**config.mk**
```make
export PLATFORM = sky130hd
export DESIGN_NAME = uart_tx_flat
export DESIGN_NICKNAME = d
export VERILOG_FILES = /design/src/rtl/uart_tx_pkg.sv /design/src/rtl/uart_tx_if.sv /design/src/rtl/uart_tx_fifo.sv /design/src/rtl/uart_tx.sv /design/src/flat_wrapper.sv
export SDC_FILE = /design/constraint.sdc
export NUM_CORES = 1
export LEC_CHECK = 0
export BUFFER_PORTS_ARGS = -buffer_cell sky130_fd_sc_hd__buf_4
export CAP_MARGIN = 40
export CORE_ASPECT_RATIO = 1.5
export CORE_MARGIN = 3
export CORE_UTILIZATION = 45
export CTS_CLUSTER_DIAMETER = 40
export DETAILED_ROUTE_END_ITERATION = 10
export PLACE_DENSITY = 0.65
export SKIP_CTS_REPAIR_TIMING = 1
export SLEW_MARGIN = 20
export SYNTH_ARGS = -nofsm -noshare
export SYNTH_HDL_FRONTEND = slang
export SYNTH_SLANG_ARGS = --single-unit
```
**constraint.sdc**
```tcl
create_clock -name ACLK -period 2.84 [get_ports ACLK]
set_clock_uncertainty 0.15 [all_clocks]
set_input_delay 0.568 -clock ACLK [delete_from_list [all_inputs] [get_ports ACLK]]
set_output_delay 0.568 -clock ACLK [all_outputs]
set_load 0.05 [all_outputs]
```
**src/rtl/uart_tx_pkg.sv**
```systemverilog
`default_nettype none
// ============================================================================
// Module      : uart_tx_pkg
// Description : Shared UART constants: TX FSM encoding and frame format codes.
// Revision    : 1.0 - initial release
// ============================================================================
package uart_tx_pkg;

    localparam int UART_BAUD_W = 13;

    localparam logic [2:0] UART_TX_IDLE   = 3'd0;
    localparam logic [2:0] UART_TX_START  = 3'd1;
    localparam logic [2:0] UART_TX_DATA   = 3'd2;
    localparam logic [2:0] UART_TX_PARITY = 3'd3;
    localparam logic [2:0] UART_TX_STOP   = 3'd4;

    localparam logic DATA_BITS_7 = 1'b0;
    localparam logic DATA_BITS_8 = 1'b1;
    localparam logic PARITY_ODD  = 1'b0;
    localparam logic PARITY_EVEN = 1'b1;

    typedef enum logic [2:0] {
        ST_IDLE   = UART_TX_IDLE,
        ST_START  = UART_TX_START,
        ST_DATA   = UART_TX_DATA,
        ST_PARITY = UART_TX_PARITY,
        ST_STOP   = UART_TX_STOP
    } uart_tx_state_e;

    // Index of the final data bit for the selected character length.
    function automatic logic [2:0] uart_last_bit(input logic data_bits);
        return (data_bits == DATA_BITS_7) ? 3'd6 : 3'd7;
    endfunction

endpackage
`default_nettype wire

```
**src/rtl/uart_tx_if.sv**
```systemverilog
`default_nettype none
// ============================================================================
// Module      : uart_tx_if
// Description : Register-block to TX-engine bus: write strobe, config, status.
// Revision    : 1.0 - initial release
// ============================================================================
interface uart_tx_if;
    import uart_tx_pkg::*;

    logic                   tx_data_reg_wr;
    logic [7:0]             tx_data;
    logic [UART_BAUD_W-1:0] baud_val;
    logic                   data_bits;
    logic                   parity_en;
    logic                   parity_odd0_even1;
    logic                   tx_ready;
    logic                   tx_idle;
    logic                   tx_overflow;
    logic                   txd;

    modport master (
        output tx_data_reg_wr, tx_data, baud_val, data_bits, parity_en, parity_odd0_even1,
        input  tx_ready, tx_idle, tx_overflow, txd
    );

    modport slave (
        input  tx_data_reg_wr, tx_data, baud_val, data_bits, parity_en, parity_odd0_even1,
        output tx_ready, tx_idle, tx_overflow, txd
    );

endinterface
`default_nettype wire

```
**src/rtl/uart_tx_fifo.sv**
```systemverilog
`default_nettype none
// ============================================================================
// Module      : uart_tx_fifo
// Description : Synchronous FIFO; writes when full and reads when empty are ignored.
// Revision    : 1.0 - initial release
// ============================================================================
module uart_tx_fifo #(
    parameter int DEPTH = 4,
    parameter int AW    = 2
) (
    input  wire logic          clk,
    input  wire logic          rst,
    input  wire logic          i_wr,
    input  wire logic [7:0]    i_wdata,
    input  wire logic          i_rd,
    output logic      [7:0]    o_rdata,
    output logic      [AW:0]   o_count,
    output logic               o_full,
    output logic               o_empty
);

    localparam logic [AW:0] c_COUNT_FULL = (AW+1)'(DEPTH);

    logic [7:0]    r_mem [DEPTH];
    logic [AW-1:0] r_wr_ptr;
    logic [AW-1:0] r_rd_ptr;
    logic [AW:0]   r_count;
    logic          w_push;
    logic          w_pop;

    assign o_full  = (r_count == c_COUNT_FULL);
    assign o_empty = (r_count == '0);
    assign o_count = r_count;
    assign o_rdata = r_mem[r_rd_ptr];
    assign w_push  = i_wr && !o_full;
    assign w_pop   = i_rd && !o_empty;

    always_ff @(posedge clk) begin
        if (rst) begin
            r_wr_ptr <= '0;
            r_rd_ptr <= '0;
            r_count  <= '0;
        end else begin
            if (w_push) r_wr_ptr <= r_wr_ptr + 1'b1;
            if (w_pop)  r_rd_ptr <= r_rd_ptr + 1'b1;
            case ({w_push, w_pop})
                2'b10:   r_count <= r_count + 1'b1;
                2'b01:   r_count <= r_count - 1'b1;
                default: r_count <= r_count;
            endcase
        end
    end

    // Storage needs no reset: the pointers alone define which entries are valid.
    always_ff @(posedge clk) begin
        if (w_push) r_mem[r_wr_ptr] <= i_wdata;
    end

endmodule
`default_nettype wire

```
**src/rtl/uart_tx.sv**
```systemverilog
`default_nettype none
// ============================================================================
// Module      : uart_tx
// Description : UART transmit engine: 4-entry byte FIFO feeding a frame serialiser.
// Revision    : 1.0 - initial release
// ============================================================================
module uart_tx
    import uart_tx_pkg::*;
#(
    parameter int FIFO_DEPTH = 4,
    parameter int FIFO_AW    = 2
) (
    input  wire logic ACLK,
    input  wire logic ARESET,
    uart_tx_if.slave  bus
);

    logic [7:0]             w_fifo_rdata;
    logic [FIFO_AW:0]       w_fifo_count;
    logic                   w_fifo_full;
    logic                   w_fifo_empty;
    logic                   w_push;
    logic                   w_pop;
    logic [FIFO_AW:0]       w_cnt_nx;

    uart_tx_state_e         r_state, w_state_nx;
    logic [UART_BAUD_W-1:0] r_baud_cnt, w_baud_cnt_nx;
    logic [2:0]             r_bit_cnt, w_bit_cnt_nx;
    logic [7:0]             r_shift, w_shift_nx;
    logic                   r_par, w_par_nx;
    logic                   r_db, w_db_nx;
    logic                   r_pen, w_pen_nx;
    logic                   r_peven, w_peven_nx;
    logic                   w_bit_end;
    logic                   w_txd;
    logic                   r_txd;
    logic                   r_idle;
    logic                   r_ovf;

    uart_tx_fifo #(
        .DEPTH (FIFO_DEPTH),
        .AW    (FIFO_AW)
    ) u_fifo (
        .clk     (ACLK),
        .rst     (ARESET),
        .i_wr    (bus.tx_data_reg_wr),
        .i_wdata (bus.tx_data),
        .i_rd    (w_pop),
        .o_rdata (w_fifo_rdata),
        .o_count (w_fifo_count),
        .o_full  (w_fifo_full),
        .o_empty (w_fifo_empty)
    );

    assign w_push    = bus.tx_data_reg_wr && !w_fifo_full;
    assign w_bit_end = (r_baud_cnt == '0);

    always_comb begin
        w_cnt_nx = w_fifo_count;
        case ({w_push, w_pop})
            2'b10:   w_cnt_nx = w_fifo_count + 1'b1;
            2'b01:   w_cnt_nx = w_fifo_count - 1'b1;
            default: w_cnt_nx = w_fifo_count;
        endcase
    end

    always_comb begin
        w_state_nx    = r_state;
        w_baud_cnt_nx = r_baud_cnt;
        w_bit_cnt_nx  = r_bit_cnt;
        w_shift_nx    = r_shift;
        w_par_nx      = r_par;
        w_db_nx       = r_db;
        w_pen_nx      = r_pen;
        w_peven_nx    = r_peven;
        w_pop         = 1'b0;
        w_txd         = 1'b1;

        // baud_val is re-read at every reload, so it is never frame-latched.
        if (r_state != ST_IDLE) begin
            w_baud_cnt_nx = w_bit_end ? bus.baud_val : r_baud_cnt - 1'b1;
        end

        case (r_state)
            ST_IDLE: begin
                if (!w_fifo_empty) begin
                    w_pop         = 1'b1;
                    w_shift_nx    = w_fifo_rdata;
                    w_db_nx       = bus.data_bits;
                    w_pen_nx      = bus.parity_en;
                    w_peven_nx    = bus.parity_odd0_even1;
                    w_par_nx      = 1'b0;
                    w_bit_cnt_nx  = 3'd0;
                    w_baud_cnt_nx = bus.baud_val;
                    w_state_nx    = ST_START;
                end
            end
            ST_START: begin
                w_txd = 1'b0;
                if (w_bit_end) w_state_nx = ST_DATA;
            end
            ST_DATA: begin
                w_txd = r_shift[0];
                if (w_bit_end) begin
                    w_shift_nx = r_shift >> 1;
                    w_par_nx   = r_par ^ r_shift[0];
                    if (r_bit_cnt == uart_last_bit(r_db)) begin
                        w_state_nx = r_pen ? ST_PARITY : ST_STOP;
                    end else begin
                        w_bit_cnt_nx = r_bit_cnt + 1'b1;
                    end
                end
            end
            ST_PARITY: begin
                w_txd = (r_peven == PARITY_EVEN) ? r_par : ~r_par;
                if (w_bit_end) w_state_nx = ST_STOP;
            end
            ST_STOP: begin
                w_txd = 1'b1;
                if (w_bit_end) w_state_nx = ST_IDLE;
            end
            default: w_state_nx = ST_IDLE;
        endcase
    end

    always_ff @(posedge ACLK) begin
        if (ARESET) begin
            r_state    <= ST_IDLE;
            r_baud_cnt <= '0;
            r_bit_cnt  <= '0;
            r_shift    <= '0;
            r_par      <= 1'b0;
            r_db       <= DATA_BITS_8;
            r_pen      <= 1'b0;
            r_peven    <= PARITY_EVEN;
            r_txd      <= 1'b1;
            r_idle     <= 1'b1;
            r_ovf      <= 1'b0;
        end else begin
            r_state    <= w_state_nx;
            r_baud_cnt <= w_baud_cnt_nx;
            r_bit_cnt  <= w_bit_cnt_nx;
            r_shift    <= w_shift_nx;
            r_par      <= w_par_nx;
            r_db       <= w_db_nx;
            r_pen      <= w_pen_nx;
            r_peven    <= w_peven_nx;
            r_txd      <= w_txd;
            r_idle     <= (w_state_nx == ST_IDLE) && (w_cnt_nx == '0);
            r_ovf      <= bus.tx_data_reg_wr && w_fifo_full;
        end
    end

    assign bus.tx_ready    = !w_fifo_full;
    assign bus.tx_idle     = r_idle;
    assign bus.tx_overflow = r_ovf;
    assign bus.txd         = r_txd;

endmodule
`default_nettype wire

```
**src/flat_wrapper.sv**
```systemverilog
// flat-port wrapper written by rule: the top's interface ports become plain ports
module uart_tx_flat import uart_tx_pkg::*;
#(
    parameter int FIFO_DEPTH = 4,
    parameter int FIFO_AW    = 2
)
  (ACLK, ARESET, bus_tx_data_reg_wr, bus_tx_data, bus_baud_val, bus_data_bits, bus_parity_en, bus_parity_odd0_even1, bus_tx_ready, bus_tx_idle, bus_tx_overflow, bus_txd);
  uart_tx_if bus_i ();
  input  wire logic ACLK;
  input  wire logic ARESET;
  input wire logic [$bits(bus_i.tx_data_reg_wr)-1:0] bus_tx_data_reg_wr;
  input wire logic [$bits(bus_i.tx_data)-1:0] bus_tx_data;
  input wire logic [$bits(bus_i.baud_val)-1:0] bus_baud_val;
  input wire logic [$bits(bus_i.data_bits)-1:0] bus_data_bits;
  input wire logic [$bits(bus_i.parity_en)-1:0] bus_parity_en;
  input wire logic [$bits(bus_i.parity_odd0_even1)-1:0] bus_parity_odd0_even1;
  output wire logic [$bits(bus_i.tx_ready)-1:0] bus_tx_ready;
  output wire logic [$bits(bus_i.tx_idle)-1:0] bus_tx_idle;
  output wire logic [$bits(bus_i.tx_overflow)-1:0] bus_tx_overflow;
  output wire logic [$bits(bus_i.txd)-1:0] bus_txd;
  assign bus_i.tx_data_reg_wr = bus_tx_data_reg_wr;
  assign bus_i.tx_data = bus_tx_data;
  assign bus_i.baud_val = bus_baud_val;
  assign bus_i.data_bits = bus_data_bits;
  assign bus_i.parity_en = bus_parity_en;
  assign bus_i.parity_odd0_even1 = bus_parity_odd0_even1;
  assign bus_tx_ready = bus_i.tx_ready;
  assign bus_tx_idle = bus_i.tx_idle;
  assign bus_tx_overflow = bus_i.tx_overflow;
  assign bus_txd = bus_i.txd;
  uart_tx #(.FIFO_DEPTH(FIFO_DEPTH), .FIFO_AW(FIFO_AW)) u_core (.ACLK(ACLK), .ARESET(ARESET), .bus(bus_i));
endmodule
```
==> flow_summary.json, run 1 <==
{
  "fin_crit_sh_pct": 93.2,
  "drt_iter0_markers": 100,
  "status": "completed",
  "slew_violations": 0,
  "p_per_area_nw_per_um2": 1050,
  "syn_area_per_cell_um2": 10.7,
  "fin_total_pwr_uw": 4250,
  "startpoint_type": "register",
  "worstSetupPathType": "reg -> reg",
  "hold_depth": 1,
  "areaGrowthSynthToFinish_pct": 14.7,
  "p_sw_share_pct": 39.7,
  "r2r_cells": 7,
  "grt_pass1_wl_mm": 12.0,
  "rows": 38,
  "reg2reg_slack_ns": 0.19,
  "synth_area_um2": 3520,
  "rsz0062_at_grt": "no",
  "drc": 0,
  "drive_gt1_share_pct": 19.9,
  "multiInputGateArea_um2": 1540,
  "grt_max_degree": 32,
  "cts_root_buf": "clkbuf_8",
  "synth_nets": 368,
  "grt_overflow": 0,
  "synthDistinctLibCells": 47,
  "clk_latency_ns": 0.35,
  "worstPathMaxFanout": 8,
  "clk_pin_slew_worst_paths_ns": 0.08,
  "tns_ns": 0,
  "combPwrFrac_pct": 41.5,
  "nets": 400,
  "antennaDiodeCount": 0,
  "synth-seq-cells": 75,
  "worstHoldEndpoint": "u_core.u_fifo.r_mem[1][3]",
  "worstHoldPathType": "in -> reg",
  "dr_wl_met2_mm": 3.65,
  "maxSlewHeadroom_pct": 52.5,
  "reg2reg_from": "u_core.r_baud_cnt[0]",
  "antenna_found_initial": 0,
  "hpwlAfterDp_mm": 4.99,
  "synthCells": 329,
  "ir_worst_vdd_mv": 0.447,
  "cts_made_buffers": 9,
  "die-height_um": 114,
  "core_um2": 7420,
  "yosys_warnings": 0,
  "dr_wl_met3_um": 333,
  "port_buffers": 30,
  "cpPeakStageDelay_ns": 0.62,
  "arrival_ns": 2.76,
  "cts_max_path_buffers": 2,
  "die_area_um2": 8930,
  "async_reset_ff_share_pct": 0,
  "maxCapViolations": 0,
  "start_util_pct": 47.4,
  "min_period_ns": 2.65,
  "worstPathRequired_ns": 2.95,
  "power.switching_uw": 1690,
  "routed_wirelength_mm": 6.98,
  "fmax_mhz": 378,
  "num-fill-cells": 701,
  "crit_chain": "inv_1, ha_1, or3b_2, or4_4, a2111oi_4, nor2_2, o41ai_2",
  "cp-end-kind": "register",
  "synth_flop_cell": "dfxtp_1",
  "tightest_slew_ns": 0.702,
  "power_frac_seq_pct": 38.5,
  "num_io_pins": 31,
  "track_usage_pct": 17.1,
  "yosysSeqAreaShare_pct": 51.8,
  "h-tree-depth": 3,
  "cts_tree": "yes",
  "via_per_inst": 5.41,
  "min-delay-start": "bus_tx_data[3]",
  "ant_nets": 0,
  "p_int_uw": 2570,
  "m1WireLength_mm": 2.86,
  "clkPwrFrac_pct": 20.1,
  "top_layer_used": "met4",
  "routedWlPerCell_um": 15.0,
  "num_vias": 2520,
  "setup_viol": 0,
  "synth_edf_count": 32,
  "cts.sinks": 75,
  "hold_viol": 0,
  "grt_pass1_vias": 2547,
  "routabilityCongestion": 0.876,
  "drtPass1Iterations": 4,
  "p_leak_uw": 0.00150,
  "crit_slowest_cell": "or4_4",
  "die_x_um": 78.2,
  "final-seq-area_um2": 1820,
  "rr_endpoint": "u_core.bus.tx_idle"
}
[routing by layer]
metal	up-vias	GRT usage, %
met5	-	0
met4	0	6.65
li1	1266	-
met1	1182	19.4
met2	61	30.4
met3	11	4.49
[worst max-delay path: cells and delay by family (launching register included)]
kind	cells	cell delay [ns]
buffers and inverters	1	0.08
and+or+nand+nor	3	1.18
AOI/OAI and AO/OA	2	0.60
adders and majority gates	1	0.18
DFF	1	0.36
[power groups by stage]
stage | logic [uW] | registers, uW | clock network, uW
2_1_floorplan | 1400 | 1610 | 0
3_3_place_gp | 1730 | 1650 | 0
3_5_place_dp | 1770 | 1660 | 0
6_report | 1760 | 1640 | 853
5_1_grt | 1990 | 1680 | 926
4_1_cts | 1770 | 1640 | 872
[Yosys cell counts (2+ instances only)]
cell,instances,area share [%]
nor3_1,11,1.6
or4_4,2,0.64
a31oi_1,5,0.89
mux4_2,8,5.1
nand3_1,5,0.71
o21ai_0,8,1.1
xor2_1,5,1.2
edfxtp_1,32,27
and3_1,6,1.1
nand3b_1,2,0.43
a2111oi_0,5,1.2
xnor2_1,7,1.7
nand2b_1,5,0.89
nor2_1,36,3.8
mux2i_1,3,0.85
o41ai_2,2,0.93
a311oi_1,8,2.0
o221ai_1,4,1.0
nor4_1,4,0.71
a21oi_1,17,2.4
ha_1,12,4.3
clkbuf_1,12,1.3
dfxtp_1,43,24
nor4b_1,2,0.50
inv_1,14,1.5
or3_1,6,1.1
a211oi_1,2,0.43
buf_6,2,0.64
nand2_1,43,4.6
[metrics by stage]
step	setup slack (ns)	std cells	hold slack, ns	utilization [%]	instance area [um2]
after CTS	0.203	466	0.249	54.4	4030
after detailed placement	0.222	450	0.308	51.6	3830
after floorplan	0.161	329	0.286	-	3520
after global placement	0.282	450	0.297	51.6	3830
after global routing	0.0583	466	0.234	54.4	4030
final	0.193	466	0.263	54.4	4030
[logic make-up after synthesis]
group                    after synthesis  share of synthesized area [%]
adder cells (fa/ha/maj)               12                           4.27
buffers and inverters                 31                           4.31
AO/OA/AOI/OAI                         59                           12.8
XOR/XNOR                              12                           2.99
AND/OR/NAND/NOR                      129                           17.8
multiplexers                          11                           5.98
flip-flops                            75                           51.8
[flip-flops by register name (all words and copies together), names as in the netlist, 2 cells and up, named ones only]
register                cells
u_core.r_shift              8
u_core.r_baud_cnt          13
u_core.u_fifo.r_rd_ptr      2
u_core.u_fifo.r_wr_ptr      2
u_core.r_bit_cnt            3
u_core.r_state              3
u_core.u_fifo.r_mem        32
u_core.u_fifo.o_count       3
[cells in the final DEF, fill, tap and decap left out, drive strengths merged, types with 11 or more instances in the layout]
cell type and instances:
nand2 43, inv 18, edfxtp 32, ha 12, a21oi 17, nor2 37
dfxtp 43, buf 38, nor3 11
[worst max-delay path by stage]
| stage | from | to | slack, ns | cells past startpoint |
|---|---|---|---|---|
| 2_1_floorplan | u_core.r_baud_cnt[0] | u_core.bus.tx_idle | 0.16 | 9 |
| 3_3_place_gp | u_core.r_baud_cnt[0] | u_core.bus.tx_idle | 0.28 | 7 |
| 6_report | u_core.r_baud_cnt[0] | u_core.bus.tx_idle | 0.19 | 7 |
| 4_1_cts | u_core.r_baud_cnt[0] | u_core.bus.tx_idle | 0.20 | 7 |
| 3_5_place_dp | u_core.r_baud_cnt[0] | u_core.r_shift[3] | 0.22 | 7 |
| 5_1_grt | u_core.r_baud_cnt[0] | u_core.r_baud_cnt[4] | 0.06 | 8 |
[layout make-up]
cell class	count	share of cell area, %
inverter	14	1.30
sequential	75	45.2
clock buffer	9	3.07
clock inverter	7	2.05
multi-input combinational	223	38.2
tap	100	3.10
timing repair buffer	38	7.07
No activity file was read; power rests on OpenSTA's default activity.
==> run 2, diff against run 1 <==
--- a/config.mk
+++ b/config.mk
@@ -9,12 +9,13 @@
 export CAP_MARGIN = 40
 export CORE_ASPECT_RATIO = 1.5
 export CORE_MARGIN = 3
-export CORE_UTILIZATION = 45
+export CORE_UTILIZATION = 53
 export CTS_CLUSTER_DIAMETER = 40
 export DETAILED_ROUTE_END_ITERATION = 10
-export PLACE_DENSITY = 0.65
+export PLACE_DENSITY = 0.75
 export SKIP_CTS_REPAIR_TIMING = 1
 export SLEW_MARGIN = 20
 export SYNTH_ARGS = -nofsm -noshare
 export SYNTH_HDL_FRONTEND = slang
 export SYNTH_SLANG_ARGS = --single-unit
+export TNS_END_PERCENT = 100
==> run 2 against run 1 <==
  * Clock power down 8.3%
  * Utilization grew 8.9 points
  * Total power shrank 1.3%
  * Setup slack better by 0.00068 ns
  * Via count increased by 3.0%
  * Largest cell class unchanged
  * Fmax barely moved
  * Cell count shrank 5.6%
  * Die area decreased by 14%
  * Register-to-register slack hardly changed
  * Clock-buffer cell count unchanged
  * Highest routed layer unchanged
  * First-iteration DRC count is 140% higher
==> flow_summary.json, run 2 (synthesis results as in run 1) <==
{
  "cts_tree": "yes",
  "fin_util_pct": 63.3,
  "top_regs": "u_core.u_fifo.r_mem: 32 flops, u_core.r_baud_cnt: 13 flops, u_core.r_shift: 8 flops",
  "nets": 400,
  "drtPass1Iterations": 4,
  "final_cell_mix": "nand2_1, dfxtp_1, buf_4, nor2_1, edfxtp_1",
  "start_util_pct": 55.8,
  "cts_max_path_buffers": 2,
  "routedWlPerCell_um": 15.8,
  "die_x_um": 72.5,
  "startpoint_type": "register",
  "hpwlAfterDp_mm": 4.93,
  "fmax_mhz": 378,
  "num_vias": 2596,
  "track_usage_pct": 19.8,
  "tns_ns": 0,
  "fin_total_pwr_uw": 4200,
  "hold_viol": 0,
  "fin_crit_sh_pct": 93.2,
  "arrival_ns": 2.75,
  "grt_max_degree": 32,
  "worstSetupPathType": "reg -> reg",
  "num_io_pins": 31,
  "clk_latency_ns": 0.36,
  "p_leak_uw": 0.00150,
  "rsz0062_at_grt": "no",
  "tightest_slew_ns": 0.807,
  "drt_iter0_markers": 244,
  "fin_area_um2": 3990,
  "status": "completed",
  "drc": 0,
  "cp-end-kind": "register",
  "die-height_um": 106,
  "antenna_found_initial": 0,
  "power_frac_seq_pct": 39.0,
  "core_um2": 6310,
  "p_sw_share_pct": 40.7,
  "slew_violations": 0,
  "ant_nets": 0,
  "p_per_area_nw_per_um2": 1050,
  "grt_overflow": 0,
  "clkPwrFrac_pct": 18.6,
  "power.switching_uw": 1710,
  "maxCapViolations": 0,
  "cts_root_buf": "clkbuf_8",
  "areaGrowthSynthToFinish_pct": 13.5,
  "maxSlewHeadroom_pct": 45.4,
  "clk_pin_slew_worst_paths_ns": 0.09,
  "regMostFlops": "u_core.u_fifo.r_mem",
  "rows": 35,
  "largest_reg_flops": 32,
  "via_per_inst": 5.90,
  "place_area_um2": 3790,
  "grt_pass1_wl_mm": 11.8,
  "port_buffers": 30,
  "cts.sinks": 75,
  "cts_made_buffers": 9,
  "worstHoldPathType": "in -> reg",
  "post-place-ws_ns": 0.239,
  "min_period_ns": 2.65,
  "layout_setup_ws_ns": 0.194,
  "ir_worst_vdd_mv": 0.536,
  "drive_gt1_share_pct": 20.2,
  "die_area_um2": 7670,
  "grt_pass1_vias": 2519,
  "worstPathRequired_ns": 2.94,
  "antennaDiodeCount": 0,
  "p_int_uw": 2490,
  "h-tree-depth": 3,
  "routed_wirelength_mm": 6.95,
  "routabilityCongestion": 0.849,
  "combPwrFrac_pct": 42.4,
  "worstPathMaxFanout": 8,
  "setup_viol": 0
}
[run 2: area by class of cell]
cell class	count	area (um2)
timing repair buffer	38	285
clock inverter	7	65.1
multi-input combinational	223	1550
tap	74	92.6
clock buffer	9	124
inverter	14	52.6
sequential	75	1820
fill	528	2320
[run 2: worst paths after layout]
check                       startpoint  slack, ns                   endpoint  cells past startpoint
setup / recovery  u_core.r_baud_cnt[0]       0.19         u_core.bus.tx_idle                      7
setup reg to reg  u_core.r_baud_cnt[0]       0.19         u_core.bus.tx_idle                      7
hold reg to reg           u_core.r_pen       0.32               u_core.r_pen                      2
hold / removal          bus_tx_data[3]       0.26  u_core.u_fifo.r_mem[0][3]                      1
[run 2: per-stage QoR]
stage | cells | hold WS [ns]
detailed placement | 424 | 0.315
global route | 440 | 0.240
floorplan | 329 | 0.286
CTS | 440 | 0.246
finish | 440 | 0.256
global placement | 424 | 0.303
[run 2: critical path, stage by stage (launching register included)]
cell and delay, ns:
dfxtp_1 0.36, inv_1 0.07, ha_1 0.18, or3b_2 0.47, or4_4 0.62, a2111oi_4 0.31
nor2_2 0.08, o41ai_2 0.30
[run 2: power by group through the flow]
stage	Combinational [uW]	Sequential [uW]	Clock, uW
4_1_cts	1770	1640	791
3_3_place_gp	1710	1650	0
3_5_place_dp	1760	1660	0
5_1_grt	2000	1680	848
2_1_floorplan	1400	1610	0
6_report	1780	1640	782
[run 2: metal layers]
| metal | up-vias | global-route usage [%] | wire (um) |
|---|---|---|---|
| met1 | 1238 | 22.7 | 2750 |
| met2 | 76 | 33.9 | 3700 |
| met3 | 12 | 5.15 | 344 |
| li1 | 1270 | - | - |
| met4 | 0 | 8.84 | 164 |
| met5 | - | 0 | 0 |
